[src/rtl/alu_op_sequencer.sv]
// Purpose: command sequencer between the packet parser and the response serializer; runs ECHO/ADD/MUL/DIV over operand words.
// Latency: ECHO is a zero-cycle pass-through; ADD takes one cycle per word; MUL/DIV wait on the external units; the response follows in RSP0/RSP1.
// Backpressure: cmd_ready_o is high only in IDLE; opnd_ready_o follows rsp_ready_i in ECHO and drops while the multiplier/divider is busy; rsp_* hold until accepted.
//
// Ports: clk_i/rst_i (synchronous, active-high); cmd_* header handshake (opcode, word count);
//        opnd_* operand stream; mul_*/div_* start/done interface to the shared units;
//        rsp_* response word stream with last marker; err_o bad-command pulse; ovf_o sticky overflow.
// Optional: define ALU_SEQ_OVF_EN to build the overflow flag; otherwise ovf_o is tied to 0.
module alu_op_sequencer #(
  parameter int         WORDS_W = 14,
  parameter logic [7:0] ECHO_OP = 8'hEC,
  parameter logic [7:0] ADD_OP  = 8'hA0,
  parameter logic [7:0] MUL_OP  = 8'hA1,
  parameter logic [7:0] DIV_OP  = 8'hA2
) (
  input  logic               clk_i,
  input  logic               rst_i,
  input  logic               cmd_valid_i,
  output logic               cmd_ready_o,
  input  logic [7:0]         cmd_opcode_i,
  input  logic [WORDS_W-1:0] cmd_words_i,
  input  logic               opnd_valid_i,
  output logic               opnd_ready_o,
  input  logic [31:0]        opnd_data_i,
  output logic               mul_start_o,
  output logic [31:0]        mul_a_o,
  output logic [31:0]        mul_b_o,
  input  logic               mul_done_i,
  input  logic [63:0]        mul_result_i,
  output logic               div_start_o,
  output logic [31:0]        div_a_o,
  output logic [31:0]        div_b_o,
  input  logic               div_done_i,
  input  logic [31:0]        div_quot_i,
  input  logic [31:0]        div_rem_i,
  output logic               rsp_valid_o,
  input  logic               rsp_ready_i,
  output logic [31:0]        rsp_data_o,
  output logic               rsp_last_o,
  output logic               err_o,
  output logic               ovf_o
);

  typedef enum logic [3:0] {
    S_IDLE,
    S_ECHO,
    S_ACC,
    S_MUL_WAIT,
    S_DIV_B,
    S_DIV_WAIT,
    S_RSP0,
    S_RSP1,
    S_DRAIN
  } state_t;

  localparam logic [WORDS_W-1:0] CNT_ZERO = '0;
  localparam logic [WORDS_W-1:0] CNT_ONE  = WORDS_W'(1);
  localparam logic [WORDS_W-1:0] CNT_TWO  = WORDS_W'(2);

  state_t             state_q, state_d;
  logic [7:0]         op_q, op_d;
  logic [WORDS_W-1:0] cnt_q, cnt_d;
  logic [31:0]        acc_q, acc_d;
  logic [31:0]        quot_q, quot_d;
  logic [31:0]        rem_q, rem_d;
  logic [31:0]        mul_a_q, mul_a_d;
  logic [31:0]        mul_b_q, mul_b_d;
  logic [31:0]        div_a_q, div_a_d;
  logic [31:0]        div_b_q, div_b_d;
  logic               mul_start_q, mul_start_d;
  logic               div_start_q, div_start_d;
  logic               err_q, err_d;

  logic [32:0]        add_sum;
  logic               cnt_is_zero;
  logic               cnt_is_one;

  assign add_sum     = {1'b0, acc_q} + {1'b0, opnd_data_i};
  assign cnt_is_zero = (cnt_q == CNT_ZERO);
  assign cnt_is_one  = (cnt_q == CNT_ONE);

  always_comb begin
    state_d      = state_q;
    op_d         = op_q;
    cnt_d        = cnt_q;
    acc_d        = acc_q;
    quot_d       = quot_q;
    rem_d        = rem_q;
    mul_a_d      = mul_a_q;
    mul_b_d      = mul_b_q;
    div_a_d      = div_a_q;
    div_b_d      = div_b_q;
    mul_start_d  = 1'b0;
    div_start_d  = 1'b0;
    err_d        = 1'b0;
    cmd_ready_o  = 1'b0;
    opnd_ready_o = 1'b0;
    rsp_valid_o  = 1'b0;
    rsp_data_o   = '0;
    rsp_last_o   = 1'b0;

    case (state_q)
      S_IDLE: begin
        cmd_ready_o = 1'b1;
        if (cmd_valid_i) begin
          op_d  = cmd_opcode_i;
          cnt_d = cmd_words_i;
          case (cmd_opcode_i)
            ECHO_OP: state_d = S_ECHO;
            ADD_OP: begin
              acc_d   = 32'd0;
              state_d = (cmd_words_i == CNT_ZERO) ? S_RSP0 : S_ACC;
            end
            MUL_OP: begin
              // Multiplicative identity so an empty MUL answers 1.
              acc_d   = 32'd1;
              state_d = (cmd_words_i == CNT_ZERO) ? S_RSP0 : S_ACC;
            end
            DIV_OP: begin
              if (cmd_words_i == CNT_TWO) begin
                state_d = S_ACC;
              end else begin
                state_d = S_DRAIN;
                err_d   = 1'b1;
              end
            end
            default: begin
              state_d = S_DRAIN;
              err_d   = 1'b1;
            end
          endcase
        end
      end

      S_ECHO: begin
        if (cnt_is_zero) begin
          state_d = S_IDLE;
        end else begin
          // Straight wire from operand stream to response stream.
          opnd_ready_o = rsp_ready_i;
          rsp_valid_o  = opnd_valid_i;
          rsp_data_o   = opnd_data_i;
          rsp_last_o   = cnt_is_one;
          if (opnd_valid_i && rsp_ready_i) begin
            cnt_d = cnt_q - CNT_ONE;
            if (cnt_is_one) state_d = S_IDLE;
          end
        end
      end

      S_ACC: begin
        opnd_ready_o = 1'b1;
        if (opnd_valid_i) begin
          cnt_d = cnt_q - CNT_ONE;
          if (op_q == DIV_OP) begin
            // First DIV word is the dividend.
            acc_d   = opnd_data_i;
            state_d = S_DIV_B;
          end else if (op_q == MUL_OP) begin
            mul_a_d     = acc_q;
            mul_b_d     = opnd_data_i;
            mul_start_d = 1'b1;
            state_d     = S_MUL_WAIT;
          end else begin
            acc_d = add_sum[31:0];
            if (cnt_is_one) state_d = S_RSP0;
          end
        end
      end

      S_MUL_WAIT: begin
        if (mul_done_i) begin
          acc_d   = mul_result_i[31:0];
          state_d = cnt_is_zero ? S_RSP0 : S_ACC;
        end
      end

      S_DIV_B: begin
        opnd_ready_o = 1'b1;
        if (opnd_valid_i) begin
          cnt_d = cnt_q - CNT_ONE;
          if (opnd_data_i == 32'd0) begin
            // Divide by zero is answered locally; the divider never sees it.
            quot_d  = 32'hFFFF_FFFF;
            rem_d   = acc_q;
            state_d = S_RSP0;
          end else begin
            div_a_d     = acc_q;
            div_b_d     = opnd_data_i;
            div_start_d = 1'b1;
            state_d     = S_DIV_WAIT;
          end
        end
      end

      S_DIV_WAIT: begin
        if (div_done_i) begin
          quot_d  = div_quot_i;
          rem_d   = div_rem_i;
          state_d = S_RSP0;
        end
      end

      S_RSP0: begin
        rsp_valid_o = 1'b1;
        if (op_q == DIV_OP) begin
          rsp_data_o = rem_q;
          rsp_last_o = 1'b0;
        end else begin
          rsp_data_o = acc_q;
          rsp_last_o = 1'b1;
        end
        if (rsp_ready_i) state_d = (op_q == DIV_OP) ? S_RSP1 : S_IDLE;
      end

      S_RSP1: begin
        rsp_valid_o = 1'b1;
        rsp_data_o  = quot_q;
        rsp_last_o  = 1'b1;
        if (rsp_ready_i) state_d = S_IDLE;
      end

      S_DRAIN: begin
        if (cnt_is_zero) begin
          state_d = S_IDLE;
        end else begin
          opnd_ready_o = 1'b1;
          if (opnd_valid_i) begin
            cnt_d = cnt_q - CNT_ONE;
            if (cnt_is_one) state_d = S_IDLE;
          end
        end
      end

      default: state_d = S_IDLE;
    endcase
  end

  always_ff @(posedge clk_i) begin
    if (rst_i) begin
      state_q     <= S_IDLE;
      op_q        <= '0;
      cnt_q       <= '0;
      acc_q       <= '0;
      quot_q      <= '0;
      rem_q       <= '0;
      mul_a_q     <= '0;
      mul_b_q     <= '0;
      div_a_q     <= '0;
      div_b_q     <= '0;
      mul_start_q <= 1'b0;
      div_start_q <= 1'b0;
      err_q       <= 1'b0;
    end else begin
      state_q     <= state_d;
      op_q        <= op_d;
      cnt_q       <= cnt_d;
      acc_q       <= acc_d;
      quot_q      <= quot_d;
      rem_q       <= rem_d;
      mul_a_q     <= mul_a_d;
      mul_b_q     <= mul_b_d;
      div_a_q     <= div_a_d;
      div_b_q     <= div_b_d;
      mul_start_q <= mul_start_d;
      div_start_q <= div_start_d;
      err_q       <= err_d;
    end
  end

  assign mul_start_o = mul_start_q;
  assign mul_a_o     = mul_a_q;
  assign mul_b_o     = mul_b_q;
  assign div_start_o = div_start_q;
  assign div_a_o     = div_a_q;
  assign div_b_o     = div_b_q;
  assign err_o       = err_q;

`ifdef ALU_SEQ_OVF_EN
  logic ovf_q, ovf_d;

  // Sticky for the life of one command; a new header starts it clean.
  always_comb begin
    ovf_d = ovf_q;
    if (state_q == S_IDLE && cmd_valid_i) begin
      ovf_d = 1'b0;
    end else if (state_q == S_ACC && op_q == ADD_OP && opnd_valid_i && add_sum[32]) begin
      ovf_d = 1'b1;
    end else if (state_q == S_MUL_WAIT && mul_done_i && (mul_result_i[63:32] != 32'd0)) begin
      ovf_d = 1'b1;
    end
  end

  always_ff @(posedge clk_i) begin
    if (rst_i) ovf_q <= 1'b0;
    else       ovf_q <= ovf_d;
  end

  assign ovf_o = ovf_q;
`else
  logic unused_ovf;
  assign unused_ovf = ^{add_sum[32], mul_result_i[63:32]};
  assign ovf_o      = 1'b0;
`endif

endmodule

[config.mk]
export PLATFORM = sky130hd
export DESIGN_NAME = alu_op_sequencer
export DESIGN_NICKNAME = d
export VERILOG_FILES = /design/src/rtl/alu_op_sequencer.sv
export SDC_FILE = /design/constraint.sdc
export NUM_CORES = 1
export LEC_CHECK = 0
export BUFFER_PORTS_ARGS = -buffer_cell sky130_fd_sc_hd__clkbuf_2
export CAP_MARGIN = 20
export CORE_MARGIN = 2
export CORE_UTILIZATION = 48
export DETAILED_ROUTE_END_ITERATION = 16
export PLACE_DENSITY_LB_ADDON = 0.08
export RECOVER_POWER = 50
export SYNTH_ARGS = -nofsm -noshare
export SYNTH_HDL_FRONTEND = slang
export SYNTH_SLANG_ARGS = --single-unit
[constraint.sdc]
create_clock -name clk_i -period 3.3 [get_ports clk_i]
set_clock_uncertainty 0.2 [all_clocks]
set_input_delay 0.495 -clock clk_i [delete_from_list [all_inputs] [get_ports clk_i]]
set_output_delay 0.495 -clock clk_i [all_outputs]
set_load 0.05 [all_outputs]
---- Yosys cells after proc, flatten, opt, wreduce, memory -nomap -nowiden ----
Cells that the tools add are included.
storage, ports and cells
  flip-flop bits (word level) ............. 253
  output and inout port bits .............. 168
  word-level logic and storage cells ...... 135
  bits of input ports ..................... 189
operators by class
  eq/ne operators ......................... 32
  bitwise operators ....................... 7
  multiplexer cells ....................... 59
  add/sub/neg operators ................... 2
  reduce and logical (&&, ||, !) cells .... 22
operators with widths
  kind                                                                    number
  32-bit 2-to-1 mux                                                       13
  32-bit one-hot mux with 2 select lines                                  3
  32-bit one-hot mux with 3 select lines                                  2
  14-bit 2-to-1 mux                                                       5
  4-bit 2-to-1 mux                                                        16
  14-bit one-hot mux with 4 select lines                                  1
  8-bit equality test, second input constant                              6
  4-bit one-hot mux with 9 select lines                                   1
  32-bit adder                                                            1
  32-bit zero test                                                        1
  14-bit zero test                                                        2
  2-bit != test, second input constant                                    11
  4-bit by 3-bit equality test with 1-bit output, second input constant   4
  14-bit by 1-bit equality test with 1-bit output, second input constant  1
  14-bit by 2-bit equality test with 1-bit output, second input constant  1
  14-bit by 1-bit subtractor with 14-bit output, second input constant    1
  4-bit one-hot mux with 3 select lines                                   1
  10-bit AND reduction                                                    1
  1-bit 2-to-1 mux                                                        9
  3-bit 2-to-1 mux                                                        3
  3-bit != test, second input constant                                    3
  3-bit OR reduction                                                      3
  4-bit by 2-bit equality test with 1-bit output, second input constant   2
  4-bit AND reduction                                                     2
  other kinds (19)                                                        29

---- Logic depth before layout (Yosys ltp) ----
Gate-level depths: netlist of the first run.
  depth after elaboration ................. 6
  mapped depth ............................ 14
  depth with buffers taken out ............ 12

---- Worst setup path after synthesis of the first run ----
OpenSTA, ideal clock, no wires.
  path type ............................... flip-flop to output port
  from .................................... reg state_q[0]
  to ...................................... out opnd_ready_o
  cell stages (with the launch flop) ...... 8
  data arrival time ....................... 2.780 ns
  data required time ...................... 2.605 ns
  path buffers ............................ 4
  slack ................................... -0.175 ns
  cell sequence ........................... dfxtp_1 > clkbuf_1 > clkbuf_1 > clkbuf_1 > clkbuf_1 > a31oi_1 > o32a_1 > o21ai_0
on the way
  longest elaborated chain between the ends .. 3
  elaborated cells on any way between the ends .. 6
  those cells by class .................... eq/ne: 4; mux: 1; reduce/logical: 1
RTL lines
  what                                                                                                                     RTL line  RTL
  start: declaration                                                                                                       60        state_t state_q, state_d;
  start signal: assignment                                                                                                 255       state_q <= state_d;
  4-bit by 3-bit equality test with 1-bit output / 4-bit by 2-bit equality test with 1-bit output (equally long branches)  102       case (state_q)
  2-bit OR reduction (no source line)                                                                                      n/a
  1-bit one-hot mux with 3 select lines *                                                                                  102
  end: declaration                                                                                                         23        output logic opnd_ready_o,
Mark *: on every way between the ends. The rest lies on a longest branch, timed or not.

---- Worst setup path in the final report of the first run ----
  from .................................... reg op_q[3]
  to ...................................... out rsp_data_o[26]
on the way
  longest elaborated chain between the ends .. 3
RTL lines
  what                                    RTL line  RTL
  start: declaration                      61        logic [7:0] op_q, op_d;
  start signal: assignment                256       op_q <= op_d;
  8-bit equality test                     206       if (op_q == DIV_OP) begin
  32-bit 2-to-1 mux                       206
  32-bit one-hot mux with 3 select lines  102
  end: declaration                        38        output logic [31:0] rsp_data_o,
Every way passes these cells.

==> impl_metrics.tcl, run 1 <==
set metrics [dict create \
    swShare_pct 26.6 \
    fmax_ghz 0.293 \
    setup_viol 20 \
    start_util_pct 48.7 \
    hold_viol_final 0 \
    insertion_delay_ns 0.55 \
    ys_warn_count 0 \
    drtIter0Drc 1690 \
    syn_nets 1918 \
    die_height_microns 169 \
    crit_type "reg -> out" \
    core_sq_mm 0.0268 \
    syn_inst 1695 \
    wl_per_cell_microns 20.2 \
    p_leak_uw 0.00627 \
    cts.sinks 253 \
    via_per_inst 5.84 \
    power.internal_uw 5420 \
    dp_hpwl_microns 33800 \
    worst_pin_slew_ns 0.874 \
    async_flop_share_pct 0 \
    ys_types 72 \
    arrival_ns 2.72 \
    ir_worst_vdd_mv 0.449 \
    routed_wl_microns 48700 \
    clkTransAtPathRegs_ns 0.05 \
    status "finished with violations" \
    ys_seq_area_share_pct 38.8 \
    die_w_microns 169 \
    cp_max_fo 7 \
    syn_area_sq_mm 0.0130 \
    cp-end-kind "output port" \
    fin_crit_ns 3.41 \
    io_buffers 323 \
    hold_path_class "in -> reg" \
    dr.pass1.iters 7 \
    ys_seq_elements 253 \
    cts_htree_levels 1 \
    vias 14113 \
    power_frac_seq_pct 43.2 \
    grt_overflow 0 \
    setup_tns_ns -0.851 \
    mostFrequentLayoutCells "nand2_1, dfxtp_1, a21oi_1" \
    synth-main-ff-cell "dfxtp_1" \
    synth_largest_area_cell "dfxtp_1" \
    synth.area.top_cells "dfxtp_1, nand2_1, a21oi_1" \
    maxCapViolCount 0 \
    comb_power_share_pct 13.5 \
    cts_tree "done" \
    areaGrowthSynthToFinish_pct 30.4 \
    drc 0 \
    die_area_sq_mm 0.0285 \
    startpoint_type "flop" \
    io_pins 357 \
    synth_top_area_share_pct 38.8 \
    finalWeightedCongestion 0.948 \
    maxSlewViolCount 0 \
    grt_usage_pct 32.9 \
    grt_max_degree 113 \
    grt_pass1_wl_microns 73700 \
    final_common_cell "nand2_1" \
    design_area_sq_mm 0.0170 \
    fin_hold_ws_ns 0.00999 \
    clkPwrFrac_pct 43.4 \
    placed_area_sq_mm 0.0156 \
    clockRootBuffer "clkbuf_16" \
    num_rows 60 \
    fin_crit_sh_pct 103 \
    clock_path_buffers 3 \
    rsz0062_at_grt "yes" \
    nets 2278 \
    max_slew_margin_pct 41.8 \
    postRouteAntennaNets 0 \
    setup_slack_ns -0.113 \
    layout-drive-gt1-share_pct 19.8 \
    synth-edff-count 0 \
    p_sw_uw 1960 \
    p_per_area_mw_per_mm2 434 \
    grt_pass1_vias 12973 \
    syn_avg_cell_area_sq_um 7.69 \
    violations "negative setup slack" \
    antenna_found_initial 2 \
    critPathRequiredTime_ns 2.60 \
    cts_buffers 28 \
]
[power groups by stage]
stage / clock (uW) / sequential, uW / combinational, uW
2_1_floorplan: 0 / 3230 / 556
3_3_place_gp: 0 / 3240 / 906
3_5_place_dp: 0 / 3240 / 915
4_1_cts: 3230 / 3180 / 964
5_1_grt: 3330 / 3200 / 1080
6_report: 3200 / 3190 / 994
[logic make-up after synthesis]
kind of cell,count (synthesis),share of synthesized area (%)
buffers and inverters,147,4.74
muxes,70,5.38
other,1,0.0288
and+or+nand+nor,685,22.4
AOI/OAI and AO/OA,480,23.6
adders and majority gates,34,3.32
xor gates and xnor gates,25,1.68
DFF,253,38.8
[metrics by stage]
step                      setup slack, ns  instances  power (uW)  util [%]
after floorplan                     0.149       1695        3790         -
after global placement             -0.164       2347        4140      58.1
after detailed placement           -0.184       2347        4150      58.1
after CTS                         -0.0837       2412        7370      63.7
after global routing               -0.156       2415        7610      63.5
final                              -0.113       2415        7380      63.5
[synth_stat cells (all sizes together) (5+ instances only)]
master and instances:
a221oi 6, nand2b 16, a21o 10, a22oi 19
inv 17, nand4 13, ha 33, buf 27
o21ai 92, o31ai 7, nor3 49, nor4 13
nand2 357, nor2 175, a222oi 12, or2 5
xor2 13, a21oi 184, a22o 32, o41ai 5
nand3 16, nand3b 6, a211oi 68, xnor2 12
nor2b 6, dfxtp 253, mux2i 69, o211ai 7
clkbuf 103, and3 9, a31oi 9
[routing by layer]
layer  track usage, %  wire [microns]  up-vias
met4             12.1            1700        2
met3             5.35            4170      101
li1                 -               -     6721
met5                0              13        -
met2             49.4           21100      636
met1             47.4           21700     6653
[layout make-up]
type	instances	area (sq um)
antenna	1	2.50
clock buffer	38	800
clock inverter	10	128
fill	2545	9790
inverter	17	63.8
multi-input combinational	1295	7490
sequential	253	5070
tap	341	427
timing repair buffer	460	3030
[path summary, 6_finish.rpt]
kind         slack, ns  cells after the start                      from                       end
min reg2reg       0.25                      2  div_b_o[17]$_SDFFE_PP0P_  div_b_o[17]$_SDFFE_PP0P_
min               0.01                      3            div_quot_i[16]   quot_q[16]$_SDFFE_PP0P_
max reg2reg       0.23                     13     acc_q[0]$_SDFFE_PP0P_    acc_q[24]$_SDFFE_PP0P_
max              -0.11                     10      op_q[3]$_SDFFE_PP0P_            rsp_data_o[26]
[repair_timing]
action | in CTS | in global routing
hold buffers | 3 | 0
hold endpoints to repair | 3 | 0
pin swaps | 8 | 12
setup endpoints to repair | 33 | 42
cloned | 5 | 0
gates resized for setup | 89 | 60
buffers inserted | 9 | 3
[worst max-delay path, stage by stage, from the launching register on]
cell and delay [ns]:
dfxtp_2 0.33, nor4b_4 0.29, nand3b_1 0.17, nor3b_4 0.20
buf_6 0.18, buf_12 0.13, buf_16 0.15, mux2i_1 0.23
o21ai_1 0.09, a22o_1 0.24, buf_8 0.16
[registers in the layout (all words and copies together), names as in the netlist]
signal and cells:
quot_q 32, err_o 1, acc_q 32, mul_a_o 32
op_q 8, mul_start_o 1, div_a_o 32, mul_b_o 32
state_q 4, div_b_o 32, rem_q 32, cnt_q 14
div_start_o 1
Power figures use the tool's default switching activity.
==> inputs of run 2 (changes only) <==
--- a/config.mk
+++ b/config.mk
@@ -5,7 +5,7 @@
 export SDC_FILE = /design/constraint.sdc
 export NUM_CORES = 1
 export LEC_CHECK = 0
-export BUFFER_PORTS_ARGS = -buffer_cell sky130_fd_sc_hd__clkbuf_2
+export BUFFER_PORTS_ARGS = -buffer_cell sky130_fd_sc_hd__buf_2
 export CAP_MARGIN = 20
 export CORE_MARGIN = 2
 export CORE_UTILIZATION = 48
==> constraint.sdc (replaced) <==
create_clock -name clk_i -period 2.9 [get_ports clk_i]
set_clock_uncertainty 0.2 [all_clocks]
set_input_delay 0.435 -clock clk_i [delete_from_list [all_inputs] [get_ports clk_i]]
set_output_delay 0.435 -clock clk_i [all_outputs]
set_load 0.05 [all_outputs]
==> run 2 against run 1 <==
  * The run still ends with negative setup slack left
  * Clock power is 30% higher
  * Sequential power up 14%
  * Via count increased by 4.1%
  * Power rose by 26%
  * Combinational power rose by 50%
  * Sequential share of layout area down 2.4 points
  * Setup slack worse by 0.37 ns
  * Non-clock buffer count rose by 102
  * Cell count is 4.5% higher
  * Register-to-register slack got worse by 0.30 ns
  * First-iteration DRC count down 16%
  * Largest cell class unchanged
==> impl_metrics.tcl, run 2 (synthesis results as in run 1) <==
set metrics [dict create \
    rsz0062_at_grt "yes" \
    postRouteAntennaNets 0 \
    die_height_microns 169 \
    cp-end-kind "output port" \
    cts_buffers 28 \
    antenna_found_initial 6 \
    dpl.cell_count 2376 \
    crit_path_top_delay_cell "dfxtp_2" \
    die_area_sq_mm 0.0285 \
    max_slew_margin_pct 37.6 \
    clkPwrFrac_pct 44.8 \
    insertion_delay_ns 0.54 \
    start_util_pct 48.7 \
    reg2reg_to "acc_q[24]$_SDFFE_PP0P_" \
    core_sq_mm 0.0268 \
    clockRootBuffer "clkbuf_16" \
    grt_overflow 0 \
    final_common_cell "nand2_1" \
    maxCapViolCount 0 \
    violations "negative setup slack" \
    io_buffers 323 \
    min_to "acc_q[1]$_SDFFE_PP0P_" \
    setup_slack_ns -0.485 \
    mostFrequentLayoutCells "nand2_1, dfxtp_1, nor2_1, a21oi_1, buf_2" \
    grt_pass1_wl_microns 74000 \
    via_per_inst 5.82 \
    crit_type "reg -> out" \
    power_frac_seq_pct 39.1 \
    wl_per_cell_microns 20.3 \
    min_path_cells 3 \
    r2r-start "acc_q[0]$_SDFFE_PP0P_" \
    status "finished with violations" \
    fmax_ghz 0.295 \
    cts.sinks 253 \
    grt_pass1_vias 13309 \
    grt_max_degree 90 \
    p_leak_uw 0.00689 \
    worst_pin_slew_ns 0.937 \
    grt_usage_pct 33.0 \
    setup_tns_ns -13.94 \
    hold_viol_final 0 \
    fillers 2318 \
    crit_chain "nor4b_2 -> buf_4 -> nand3b_1 -> nor3b_4 -> buf_4 -> buf_12 -> mux2i_4 -> o21ai_1 -> a22o_1 -> buf_6" \
    fin_crit_sh_pct 117 \
    drtIter0Drc 1414 \
    hp-start "mul_result_i[1]" \
    nets 2380 \
    finalWeightedCongestion 0.932 \
    clock_path_buffers 3 \
    clkTransAtPathRegs_ns 0.06 \
    io_pins 357 \
    cts_htree_levels 1 \
    hold_path_class "in -> reg" \
    vias 14694 \
    die_w_microns 169 \
    critPathRequiredTime_ns 2.27 \
    p_sw_uw 2390 \
    dp_hpwl_microns 34200 \
    reg2reg_setup_slack_ns -0.07 \
    fin_util_pct 69.2 \
    routed_wl_microns 51100 \
    layout-drive-gt1-share_pct 25.5 \
    num_rows 60 \
    startpoint_type "flop" \
    fin_hold_ws_ns 0.0156 \
    arrival_ns 2.75 \
    dr.pass1.iters 7 \
    ir_worst_vdd_mv 0.410 \
    swShare_pct 25.8 \
    areaGrowthSynthToFinish_pct 42.3 \
    pre_cts_ws_ns -0.483 \
    fin_cells 2524 \
    cp_max_fo 7 \
    fin_crit_ns 3.38 \
    drc 0 \
    cts_tree "done" \
    power.internal_uw 6880 \
    critical_path.max_stage_delay_ns 0.33 \
    r2r_cells 12 \
    setup_viol 37 \
    crit_top_cell "buf_4" \
    maxSlewViolCount 0 \
    comb_power_share_pct 16.0 \
    p_per_area_mw_per_mm2 500 \
]
## run 2: cell count changes in the layout (fill, tap and decap cells not counted), moves of 13 or more
cell           delta
buf_6            +38
dfxtp_1          -14
clkbuf_2        -154
buf_2           +160
buf_8            -25
dfxtp_2          +14
a21oi_1          -13
buf_4            +39
dlygate4sd3_1    +35
## run 2: repair_timing
action,4_1_cts,5_1_grt
gates cloned,2,5
setup endpoints to repair,47,123
resized for setup,84,146
buffers inserted,37,18
pin swaps,32,76
hold buffers,38,0
hold endpoints to repair,38,0
## run 2: how the worst max path moves through the flow
stage | start | endpoint | slack, ns | cells after the start
3_5_place_dp | opnd_data_i[0] | acc_q[24]$_SDFFE_PP0P_ | -0.48 | 13
2_1_floorplan | opnd_data_i[0] | acc_q[24]$_SDFFE_PP0P_ | -0.03 | 12
4_1_cts | op_q[3]$_SDFFE_PP0P_ | rsp_data_o[6] | -0.42 | 11
3_3_place_gp | opnd_data_i[0] | acc_q[24]$_SDFFE_PP0P_ | -0.37 | 13
5_1_grt | op_q[6]$_SDFFE_PP0P_ | rsp_data_o[4] | -0.56 | 10
6_report | op_q[6]$_SDFFE_PP0P_ | rsp_data_o[4] | -0.48 | 10
## run 2: area by class of cell
type / instances / area [sq um] / share of cell area [%]
clock inverter: 15 / 284 / 1.53
antenna: 5 / 12.5 / 0.0674
inverter: 17 / 66.3 / 0.357
multi-input combinational: 1295 / 7960 / 42.9
tap: 341 / 427 / 2.30
sequential: 253 / 5090 / 27.4
timing repair buffer: 562 / 3920 / 21.1
clock buffer: 36 / 802 / 4.32
## run 2: worst max-delay path: cells and delay by family (launching register included)
kind,cells,cell delay (ns)
buffers and inverters,4,0.68
AOI/OAI and AO/OA,2,0.32
DFF,1,0.33
and+or+nand+nor,3,0.66
muxes,1,0.23
## run 2: power groups by stage
stage	combinational, uW	sequential (uW)	clock, uW
floorplan	636	3680	0
global placement	1090	3680	0
detailed placement	1100	3680	0
CTS	1330	3610	4180
global route	1590	3640	4330
finish	1490	3630	4160
## run 2: stage by stage
| step | power (uW) | area, sq um |
|---|---|---|
| finish | 9270 | 18600 |
| global route | 9560 | 18600 |
| CTS | 9130 | 18100 |
| detailed placement | 4790 | 16000 |
| global placement | 4770 | 16000 |
| floorplan | 4310 | 13100 |
## run 2: metal layers
layer  global-route usage, %  vias to the layer above  routed length (microns)
li1                        -                     6925                        -
met1                    46.5                     6958                    22200
met2                    51.4                      694                    22700
met3                    5.17                      115                     4440
met4                    11.1                        2                     1790
met5                       0                        -                       13
==> inputs of run 3 (changes only) <==
==> constraint.sdc (replaced) <==
create_clock -name clk_i -period 2.9 [get_ports clk_i]
set_clock_uncertainty 0.2 [all_clocks]
set_input_delay 0.145 -clock clk_i [delete_from_list [all_inputs] [get_ports clk_i]]
set_output_delay 0.145 -clock clk_i [all_outputs]
set_load 0.05 [all_outputs]
==> run 3 against run 2 <==
  * The flow still finishes with violations (negative setup slack)
  * Combinational power is 9% lower
  * Cell count is 2.8% higher
  * Setup slack better by 0.39 ns
  * Worst hold slack better by 0.052 ns
  * Critical path depth is 1 lower
  * Sequential share of layout area is 0.71 points lower
  * Maximum frequency is 13% higher
  * Clock power is 9.1% lower
  * Critical path type unchanged
==> impl_metrics.tcl, run 3 (synthesis results as in run 1) <==
set metrics [dict create \
    cts_htree_levels 1 \
    pre_cts_ws_ns -0.260 \
    grt_pass1_wl_microns 77600 \
    design_area_sq_mm 0.0190 \
    drtIter0Drc 1552 \
    rsz0062_at_grt "yes" \
    fin_crit_ns 3.00 \
    fin_crit_sh_pct 103 \
    critical_path.max_stage_delay_ns 0.33 \
    grt_usage_pct 34.2 \
    reg2reg_to "acc_q[24]$_SDFFE_PP0P_" \
    dr.pass1.iters 6 \
    cp-end-kind "output port" \
    areaGrowthSynthToFinish_pct 45.8 \
    crit_path_top_delay_cell "dfxtp_1" \
    cts_tree "done" \
    cp_max_fo 5 \
    min_to "cnt_q[5]$_SDFFE_PP0P_" \
    fin_util_pct 70.9 \
    diodes 0 \
    setup_slack_ns -0.0986 \
    max_slew_margin_pct 46.4 \
    final_common_cell "nand2_1" \
    startpoint_type "flop" \
    start_util_pct 48.7 \
    grt_pass1_vias 14142 \
    layout-drive-gt1-share_pct 20.6 \
    die_w_microns 169 \
    clock_path_buffers 3 \
    drc 0 \
    finalWeightedCongestion 0.946 \
    clkTransAtPathRegs_ns 0.06 \
    grt_max_degree 107 \
    cts.sinks 253 \
    dp_hpwl_microns 34400 \
    hold_path_class "in -> reg" \
    maxCapViolCount 0 \
    worst_pin_slew_ns 0.804 \
    cts_buffers 29 \
    antenna_found_initial 0 \
    r2r_cells 13 \
    crit_top_cell "buf_6" \
    violations "negative setup slack" \
    min_path_cells 2 \
    status "finished with violations" \
    arrival_ns 2.65 \
    routed_wl_microns 51400 \
    maxSlewViolCount 0 \
    crit_chain "nor4b_4 -> nand3b_1 -> nor3b_4 -> buf_6 -> buf_12 -> mux2i_2 -> o21ai_1 -> a22o_1 -> buf_6" \
    vias 15020 \
    postRouteAntennaNets 0 \
    hold_viol_final 0 \
    grt_overflow 0 \
    core_sq_mm 0.0268 \
    p_per_area_mw_per_mm2 461 \
    io_buffers 323 \
    placed_area_sq_mm 0.0158 \
    io_pins 357 \
    crit_buf_inv 3 \
    nets 2457 \
    hp-start "rst_i" \
    num_rows 60 \
    fmax_ghz 0.333 \
    clockRootBuffer "clkbuf_16" \
    reg2reg_setup_slack_ns -0.09 \
    ir_worst_vdd_mv 0.493 \
    die_height_microns 169 \
    wl_per_cell_microns 19.8 \
    via_per_inst 5.79 \
    critPathRequiredTime_ns 2.56 \
    setup_viol 40 \
    die_area_sq_mm 0.0285 \
    insertion_delay_ns 0.55 \
    fin_hold_ws_ns 0.0676 \
    mostFrequentLayoutCells "nand2_1, dfxtp_1, a21oi_1" \
    r2r-start "acc_q[0]$_SDFFE_PP0P_" \
    p_leak_uw 0.00698 \
    critical-path-top-delay-family "simple AND/OR/NAND/NOR gates" \
    crit_type "reg -> out" \
]
-- run 3: changes by cell type in the layout (fill, tap and decap cells not counted), moves of 7 or more --
| cell | before | now |
|---|---|---|
| dlygate4sd3_1 | 38 | 163 |
| buf_4 | 156 | 121 |
| o21ai_1 | 21 | 34 |
| o21ai_0 | 64 | 52 |
| dfxtp_2 | 18 | 7 |
| dfxtp_1 | 235 | 245 |
| a21oi_1 | 170 | 178 |
| a21oi_2 | 11 | 4 |
| buf_12 | 19 | 12 |
-- run 3: worst max path at each step --
stage | end | slack, ns | depth (start not counted) | start
2_1_floorplan | acc_q[27]$_SDFFE_PP0P_ | 0.005 | 10 | acc_q[1]$_SDFFE_PP0P_
3_3_place_gp | acc_q[24]$_SDFFE_PP0P_ | -0.19 | 13 | acc_q[0]$_SDFFE_PP0P_
3_5_place_dp | acc_q[24]$_SDFFE_PP0P_ | -0.26 | 13 | acc_q[0]$_SDFFE_PP0P_
4_1_cts | acc_q[24]$_SDFFE_PP0P_ | -0.06 | 13 | acc_q[0]$_SDFFE_PP0P_
5_1_grt | acc_q[24]$_SDFFE_PP0P_ | -0.23 | 13 | acc_q[0]$_SDFFE_PP0P_
6_report | rsp_data_o[1] | -0.1 | 9 | op_q[6]$_SDFFE_PP0P_
-- run 3: repair_timing --
action | in CTS | in global routing
gates cloned | 3 | 1
endpoints found under the setup margin | 47 | 65
setup buffers | 9 | 4
resized for setup | 105 | 84
hold endpoints to repair | 187 | 0
hold buffers | 163 | 0
pin swaps | 28 | 44
-- run 3: worst register-to-register path, cell delays in order, from the launching register on --
cell	delay, ns
dfxtp_2	0.35
ha_4	0.13
inv_2	0.04
fa_2	0.35
nor2b_2	0.15
o2111ai_2	0.14
a21boi_2	0.22
a31oi_4	0.13
a2111oi_2	0.34
buf_4	0.18
nor3_2	0.04
xnor2_1	0.14
a222oi_1	0.31
a211oi_1	0.13
-- run 3: final cells by class --
class	count	area, sq um
multi-input cells	1295	7800
clock buffers	39	833
flip-flops and latches	253	5080
fillers	2220	7790
inverters	17	63.8
clock inverters	11	151
well taps	341	427
repair buffers	638	4660
-- run 3: layer usage --
layer | track usage, % | vias to the layer above | share of wire [%]
met4 | 12.2 | 0 | 3.8
met3 | 5.05 | 143 | 9.2
met1 | 47.3 | 7032 | 42
met5 | 0 | - | 0
met2 | 54.4 | 778 | 45
li1 | - | 7067 | -
-- run 3: through the flow --
stage               total power, uW  cells  TNS (ns)
CTS                            8720   2590    -0.572
detailed placement             4760   2365     -1.49
global route                   9070   2594    -16.34
finish                         8760   2594     -1.62
global placement               4750   2365    -0.802
floorplan                      4310   1695         0
-- run 3: power by group --
group / total (uW) / internal, uW / switching (uW)
sequential: 3620 / 3550 / 71.2
clock: 3780 / 2270 / 1510
combinational: 1360 / 607 / 749
total: 8760 / 6430 / 2330
